File: src/rtl/tomasulo_pkg.sv
// tomasulo_pkg: shared sizes, unit-state enum
// and index helpers for the add issue scheduler.
package tomasulo_pkg;

  localparam int RS_DEPTH    = 3;
  localparam int N_ADD_UNITS = 2;
  localparam int ROB_IDX_W   = 3;
  localparam int RS_IDX_W    = 2;
  localparam int CNT_W       = 4;

  typedef enum logic [1:0] {
    IDLE,
    EXEC,
    WB
  } unit_state_e;

  typedef logic [RS_IDX_W-1:0]  rs_idx_t;
  typedef logic [ROB_IDX_W-1:0] rob_idx_t;

  // distance from the ROB head, modulo ROB size
  function automatic rob_idx_t rob_age(
    input rob_idx_t rob,
    input rob_idx_t head
  );
    return rob - head;
  endfunction

  // next RS entry, wrapping at the last one
  function automatic rs_idx_t rs_next(
    input rs_idx_t i
  );
    rs_idx_t last;
    last = rs_idx_t'(RS_DEPTH - 1);
    return (i == last) ? '0 : i + 1'b1;
  endfunction

endpackage

File: src/rtl/add_unit_tracker.sv
// add_unit_tracker: IDLE/EXEC/WB sequencer and
// latency countdown for one add exec unit.
module add_unit_tracker
  import tomasulo_pkg::*;
#(
  parameter int EXEC_LAT = 2
) (
  input  logic        clk1,
  input  logic        rst_n,
  input  logic        i_start,
  input  rs_idx_t     i_entry,
  input  logic        i_done,
  output unit_state_e o_state,
  output rs_idx_t     o_entry
);

  localparam logic [CNT_W-1:0] LAT = CNT_W'(EXEC_LAT);
  localparam logic [CNT_W-1:0] ONE = CNT_W'(1);

  unit_state_e      r_state;
  unit_state_e      w_state_nxt;
  logic [CNT_W-1:0] r_cnt;
  logic [CNT_W-1:0] w_cnt_nxt;
  rs_idx_t          r_entry;
  rs_idx_t          w_entry_nxt;

  // state, countdown and owning RS entry
  always_ff @(posedge clk1 or negedge rst_n) begin
    if (!rst_n) begin
      r_state <= IDLE;
      r_cnt   <= '0;
      r_entry <= '0;
    end else begin
      r_state <= w_state_nxt;
      r_cnt   <= w_cnt_nxt;
      r_entry <= w_entry_nxt;
    end
  end

  // next state: count down in EXEC, hold in WB until granted
  always_comb begin
    w_state_nxt = r_state;
    w_cnt_nxt   = r_cnt;
    w_entry_nxt = r_entry;
    unique case (r_state)
      IDLE: begin
        if (i_start) begin
          w_state_nxt = EXEC;
          w_cnt_nxt   = LAT;
          w_entry_nxt = i_entry;
        end
      end
      EXEC: begin
        if (r_cnt <= ONE) begin
          w_state_nxt = WB;
          w_cnt_nxt   = '0;
        end else begin
          w_cnt_nxt = r_cnt - ONE;
        end
      end
      WB: begin
        if (i_done) begin
          w_state_nxt = IDLE;
        end
      end
      default: begin
        w_state_nxt = IDLE;
        w_cnt_nxt   = '0;
      end
    endcase
  end

  assign o_state = r_state;
  assign o_entry = r_entry;

endmodule

File: src/rtl/add_issue_sched.sv
// add_issue_sched: issues ready add RS entries to two exec units.
// ADD_SCHED_AGE_PRIO_EN: oldest-by-ROB selection instead of round-robin.
module add_issue_sched
  import tomasulo_pkg::*;
#(
  parameter int EXEC_LAT = 2
) (
  input  logic                          clk1,
  input  logic                          rst_n,
  input  logic [RS_DEPTH-1:0]           rs_busy,
  input  logic [RS_DEPTH-1:0]           rs_rdy1,
  input  logic [RS_DEPTH-1:0]           rs_rdy2,
  input  logic [RS_DEPTH*ROB_IDX_W-1:0] rs_rob,
  input  logic [ROB_IDX_W-1:0]          rob_head,
  output logic [N_ADD_UNITS-1:0]        ex_b,
  output logic [RS_IDX_W-1:0]           issue_rs,
  output logic [N_ADD_UNITS-1:0]        unit_busy,
  output logic                          cdb_req,
  output logic [RS_IDX_W-1:0]           cdb_rs,
  input  logic                          cdb_gnt,
  output logic [RS_DEPTH-1:0]           rs_free
);

  localparam logic [N_ADD_UNITS-1:0] ONE_U  = 1;
  localparam logic [RS_DEPTH-1:0]    ONE_RS = 1;

  unit_state_e            w_st  [N_ADD_UNITS];
  rs_idx_t                w_ent [N_ADD_UNITS];
  logic [N_ADD_UNITS-1:0] w_idle;
  logic [N_ADD_UNITS-1:0] w_wb;
  logic [N_ADD_UNITS-1:0] w_start;
  logic [N_ADD_UNITS-1:0] w_done;
  logic [RS_DEPTH-1:0]    w_cand;
  logic [RS_DEPTH-1:0]    w_set;
  logic [RS_DEPTH-1:0]    w_fin;
  logic [RS_DEPTH-1:0]    w_clr;
  logic                   w_unit;
  logic                   w_pres;
  logic                   w_issue;
  logic                   w_grant;
  logic                   w_found;
  rs_idx_t                w_sel;
  logic                   w_unused;

  logic [N_ADD_UNITS-1:0] r_ex_b;
  rs_idx_t                r_issue_rs;
  logic [RS_DEPTH-1:0]    r_rs_free;
  logic [RS_DEPTH-1:0]    r_infl;
  logic [RS_DEPTH-1:0]    r_done;
  rs_idx_t                r_rr;

  for (genvar u = 0; u < N_ADD_UNITS; u++) begin : g_unit
    add_unit_tracker #(
      .EXEC_LAT (EXEC_LAT)
    ) u_trk (
      .clk1    (clk1),
      .rst_n   (rst_n),
      .i_start (w_start[u]),
      .i_entry (w_sel),
      .i_done  (w_done[u]),
      .o_state (w_st[u]),
      .o_entry (w_ent[u])
    );
    assign w_idle[u] = (w_st[u] == IDLE);
    assign w_wb[u]   = (w_st[u] == WB);
  end

  assign w_cand = rs_busy & rs_rdy1 & rs_rdy2 & ~r_infl;

`ifdef ADD_SCHED_AGE_PRIO_EN
  rob_idx_t w_age;
  rob_idx_t w_best;

  // oldest candidate relative to the ROB head
  always_comb begin
    w_sel   = '0;
    w_found = 1'b0;
    w_best  = '1;
    w_age   = '0;
    for (int i = 0; i < RS_DEPTH; i++) begin
      w_age = rob_age(rs_rob[ROB_IDX_W*i +: ROB_IDX_W], rob_head);
      if (w_cand[i] && (!w_found || (w_age < w_best))) begin
        w_found = 1'b1;
        w_best  = w_age;
        w_sel   = rs_idx_t'(i);
      end
    end
  end

  assign w_unused = ^r_rr;
`else
  rs_idx_t w_idx;

  // first candidate at or after the round-robin pointer
  always_comb begin
    w_sel   = '0;
    w_found = 1'b0;
    w_idx   = r_rr;
    for (int k = 0; k < RS_DEPTH; k++) begin
      if (!w_found && w_cand[w_idx]) begin
        w_found = 1'b1;
        w_sel   = w_idx;
      end
      w_idx = rs_next(w_idx);
    end
  end

  assign w_unused = ^{rs_rob, rob_head};
`endif

  // lowest-numbered idle unit takes the issue
  always_comb begin
    w_unit = 1'b0;
    priority case (1'b1)
      w_idle[0]: w_unit = 1'b0;
      w_idle[1]: w_unit = 1'b1;
      default:   w_unit = 1'b0;
    endcase
  end

  // unit 0 owns the CDB when both wait in WB
  always_comb begin
    w_pres = 1'b0;
    priority case (1'b1)
      w_wb[0]: w_pres = 1'b0;
      w_wb[1]: w_pres = 1'b1;
      default: w_pres = 1'b0;
    endcase
  end

  assign w_issue = (|w_idle) & w_found;
  assign w_start = w_issue ? (ONE_U << w_unit) : '0;
  assign cdb_req = |w_wb;
  assign cdb_rs  = w_ent[w_pres];
  assign w_grant = cdb_req & cdb_gnt;
  assign w_done  = w_grant ? (ONE_U << w_pres) : '0;
  assign w_set   = w_issue ? (ONE_RS << w_sel) : '0;
  assign w_fin   = w_grant ? (ONE_RS << cdb_rs) : '0;
  assign w_clr   = r_done & ~rs_busy;

  // issue/free pulses, in-flight tracking, RR pointer
  always_ff @(posedge clk1 or negedge rst_n) begin
    if (!rst_n) begin
      r_ex_b     <= '0;
      r_issue_rs <= '0;
      r_rs_free  <= '0;
      r_infl     <= '0;
      r_done     <= '0;
      r_rr       <= '0;
    end else begin
      r_ex_b     <= w_start;
      r_issue_rs <= w_issue ? w_sel : '0;
      r_rs_free  <= w_fin;
      r_infl     <= (r_infl & ~w_clr) | w_set;
      r_done     <= (r_done & ~w_clr) | w_fin;
      if (w_issue) begin
        r_rr <= rs_next(w_sel);
      end
    end
  end

  assign ex_b     = r_ex_b;
  assign issue_rs = r_issue_rs;
  assign rs_free  = r_rs_free;
  assign unit_busy = ~w_idle;

endmodule
File: config.mk
export PLATFORM = sky130hd
export DESIGN_NAME = add_issue_sched
export DESIGN_NICKNAME = d
export VERILOG_FILES = /design/src/rtl/tomasulo_pkg.sv /design/src/rtl/add_unit_tracker.sv /design/src/rtl/add_issue_sched.sv
export SDC_FILE = /design/constraint.sdc
export NUM_CORES = 1
export LEC_CHECK = 0
export CELL_PAD_IN_SITES_DETAIL_PLACEMENT = 2
export CELL_PAD_IN_SITES_GLOBAL_PLACEMENT = 2
export CORE_ASPECT_RATIO = 1.75
export CORE_MARGIN = 2
export CORE_UTILIZATION = 33
export CTS_BUF_LIST = sky130_fd_sc_hd__clkbuf_8
export DETAILED_ROUTE_END_ITERATION = 12
export GPL_TIMING_DRIVEN = 0
export PLACE_DENSITY = 0.86
export SETUP_SLACK_MARGIN = 0.05
export SLEW_MARGIN = 20
export SYNTH_ARGS = -nofsm -noshare
export SYNTH_HDL_FRONTEND = slang
export SYNTH_SLANG_ARGS = --single-unit
File: constraint.sdc
create_clock -name clk1 -period 2.5 [get_ports clk1]
set_input_delay 0.25 -clock clk1 [delete_from_list [all_inputs] [get_ports clk1]]
set_output_delay 0.25 -clock clk1 [all_outputs]
set_load 0.02 [all_outputs]
==> metrics.csv <==
metric;value;unit
status;finished clean;
Die Span Y;93.6;um
Yosys reg bits;31;
Worst-Margin Slew;706;ps
first-pass detailed-route iteration total;4;
Yosys top cell area share;51.2;%
I/O Pins;36;
Finish-stage setup viols;0;
CTS sink cnt;31;
Pwr Total;2.34;mW
routed len/inst;17.7;um
pwr dens;1210;nW/um2
Post-Syn Area per Cell;9.83;um2
Post-Route WL;4170;um
initial antenna violation count;0;
DRC Markers;0;
Lkg Pwr;0.899;nW
H-tree levels;2;
post-CTS setup buffer count;0;
min Tclk post-route;2340;ps
core area;4400;um2
Ys Warns;0;
Syn Nets;182;
Max Fclk;428;MHz
final count of hold timing violations;0;
Antenna Cells;0;
Area growth syn-to-layout;28.1;%
routability cong.;0.827;
Crit Path Class;reg -> out;
die footprint;5170;um2
RSZ-0062 raised after global routing;no;
placed cell areas;1800;um2
Mapped Area;1510;um2
Synth top cells by count;dfrtp_1 (31), inv_1 (18), nor2_1 (15), o21ai_0 (12), nand2_1 (11);
Synth Flop Type;dfrtp_1;
Starting Density;34.4;%
Mapped Cells;154;
root buffer cell;clkbuf_8;
fillers;487;
Worst-path clk slew;70;ps
vias;1268;
first-pass GRT wire length;7340;um
DR vias/cell;5.37;
Critical Path RT;2250;ps
Setup TNS;0;ps
Synth area leader;dfrtp_1;
Max-cap violations;0;
Skew-Pair Late Insertion Delay;290;ps
Post-synth EDFFs;0;
Max rail drop VDD;0.640;mV
cts hold-fix bufs;0;
Arr. time, crit path;2090;ps
DRT iter0 DRCs;36;
Port Buf Inserts;23;
Final #Nets;212;
row cnt;32;
Post-DP HPWL;3180;um
critical path endpoint category;output pin;
clock skew;3.11;ps
Netlist cell types;40;
share of cells above drive strength 1;8.11;%
CTS max path bufs;2;
most frequent cell after synthesis;dfrtp_1;
CTS tree;yes;
min-delay worst type;in -> async;
largest net degree at the start of global routing;32;
Detail Route Antenna Nets;0;
minimum hold slack;8.51;ps
die width;55.2;um
GRT Total Usage;18.2;%
Overflow after GRT;0;
sequential fraction of the synthesis area;51.2;%
Max FO, Critical Path;7;
synth top area cells;dfrtp_1 (51%), inv_1 (4.5%), o21ai_0 (4.0%);
Rel. slew slack;52.9;%
fin crit share;93.4;%
Finished Cell Area;1940;um2
vias in the first global route;1498;
post-synthesis async set-or-reset flop share;100;%
Final Max Slew Viols;0;
total CTS buffers;5;
CP Launch Type;register;
==> metal layers <==
layer / track usage, % / wire, um / vias up
met5: 0 / 0 / -
met4: 7.11 / 67 / 0
met3: 4.70 / 133 / 6
met2: 34.7 / 2380 / 23
met1: 18.4 / 1580 / 639
li1: - / - / 600
==> state kept, by name, summed over array words and instances, names as in the netlist <==
register              cells
r_done                    3
g_unit.u_trk.r_cnt        8
r_rr                      2
g_unit.u_trk.o_entry      4
ex_b                      2
g_unit.u_trk.o_state      4
issue_rs                  2
rs_free                   3
r_infl                    3
==> cells by family after synthesis <==
logic type | synth area share, %
adder cells (fa/ha/maj) | 3.31
buffers and inverters | 5.45
multiplexers | 2.07
flip-flops | 51.2
AO/OA/AOI/OAI | 19.8
AND/OR/NAND/NOR | 17.0
XOR/XNOR | 1.16
==> path summary, 6_finish.rpt <==
kind                                                         from                                   end  slack, ps  cells after the start
min in group clk1                             r_done[2]$_DFF_PN0_                   r_done[2]$_DFF_PN0_        500                      1
hold / removal                                              rst_n                  rs_free[0]$_DFF_PN0_          9                      1
hold reg to reg                               r_done[2]$_DFF_PN0_                   r_done[2]$_DFF_PN0_        500                      1
max in group asynchronous                                   rst_n  g_unit[1].u_trk.r_cnt[3]$_DFFE_PN0P_       2040                      1
setup reg to reg                              r_infl[1]$_DFF_PN0_  g_unit[1].u_trk.r_cnt[2]$_DFFE_PN0P_        770                      5
setup / recovery           g_unit[1].u_trk.o_state[0]$_DFFE_PN0P_                             cdb_rs[1]        160                      4
==> cells in the final DEF (no fill, tap or decap), types with 2 or more instances in the layout <==
master | synthesis | layout
a21oi_1 | 7 | 7
a31oi_1 | 2 | 2
a32o_1 | 2 | 2
and4b_1 | 2 | 2
clkbuf_8 | 0 | 6
clkdlybuf4s50_1 | 0 | 21
dfrtp_1 | 31 | 31
ha_1 | 4 | 4
inv_1 | 18 | 18
nand2_1 | 11 | 11
nand2b_1 | 4 | 3
nand3_1 | 2 | 2
nand4b_1 | 3 | 3
nor2_1 | 15 | 15
nor3_1 | 3 | 3
o21a_1 | 3 | 3
o21ai_0 | 12 | 12
o22ai_1 | 2 | 2
o2bb2ai_1 | 5 | 5
o31ai_1 | 3 | 3
or3_1 | 2 | 2
xnor2_1 | 2 | 2
==> worst max-delay path, cell delays in order (launching register included) <==
cell,delay (ps)
dfrtp_1,460
nand2b_2,280
nor2_4,170
mux2_2,360
clkdlybuf4s50_1,530
==> power by group <==
part / total (mW) / internal, mW / switching (mW)
sequential: 0.848 / 0.678 / 0.170
combinational: 0.971 / 0.414 / 0.557
clock: 0.520 / 0.322 / 0.198
==> stage by stage <==
step / setup slack (ps) / std cells / utilization (%)
floorplan: 985 / 154 / -
global placement: 225 / 228 / 41.1
detailed placement: 129 / 228 / 40.9
CTS: 151 / 236 / 44.0
global route: 71.7 / 236 / 44.0
finish: 164 / 236 / 44.0
==> area by class of cell <==
cell class	count	area [um2]	area share (%)
Timing Repair Buffer	23	224	11.5
Clock buffer	6	82.6	4.26
Clock inverter	2	35.0	1.81
Buffer	2	15.0	0.774
Tap cell	51	63.8	3.29
Multi-Input combinational cell	103	676	34.8
Sequential cell	31	776	40.0
Inverter	18	67.6	3.48
==> timing repair <==
item / in CTS / in global routing
hold endpoints to repair: 0 / 0
gates resized for setup: 5 / 0
setup endpoints to repair: 1 / 0
No activity file was read; power rests on OpenSTA's default activity.
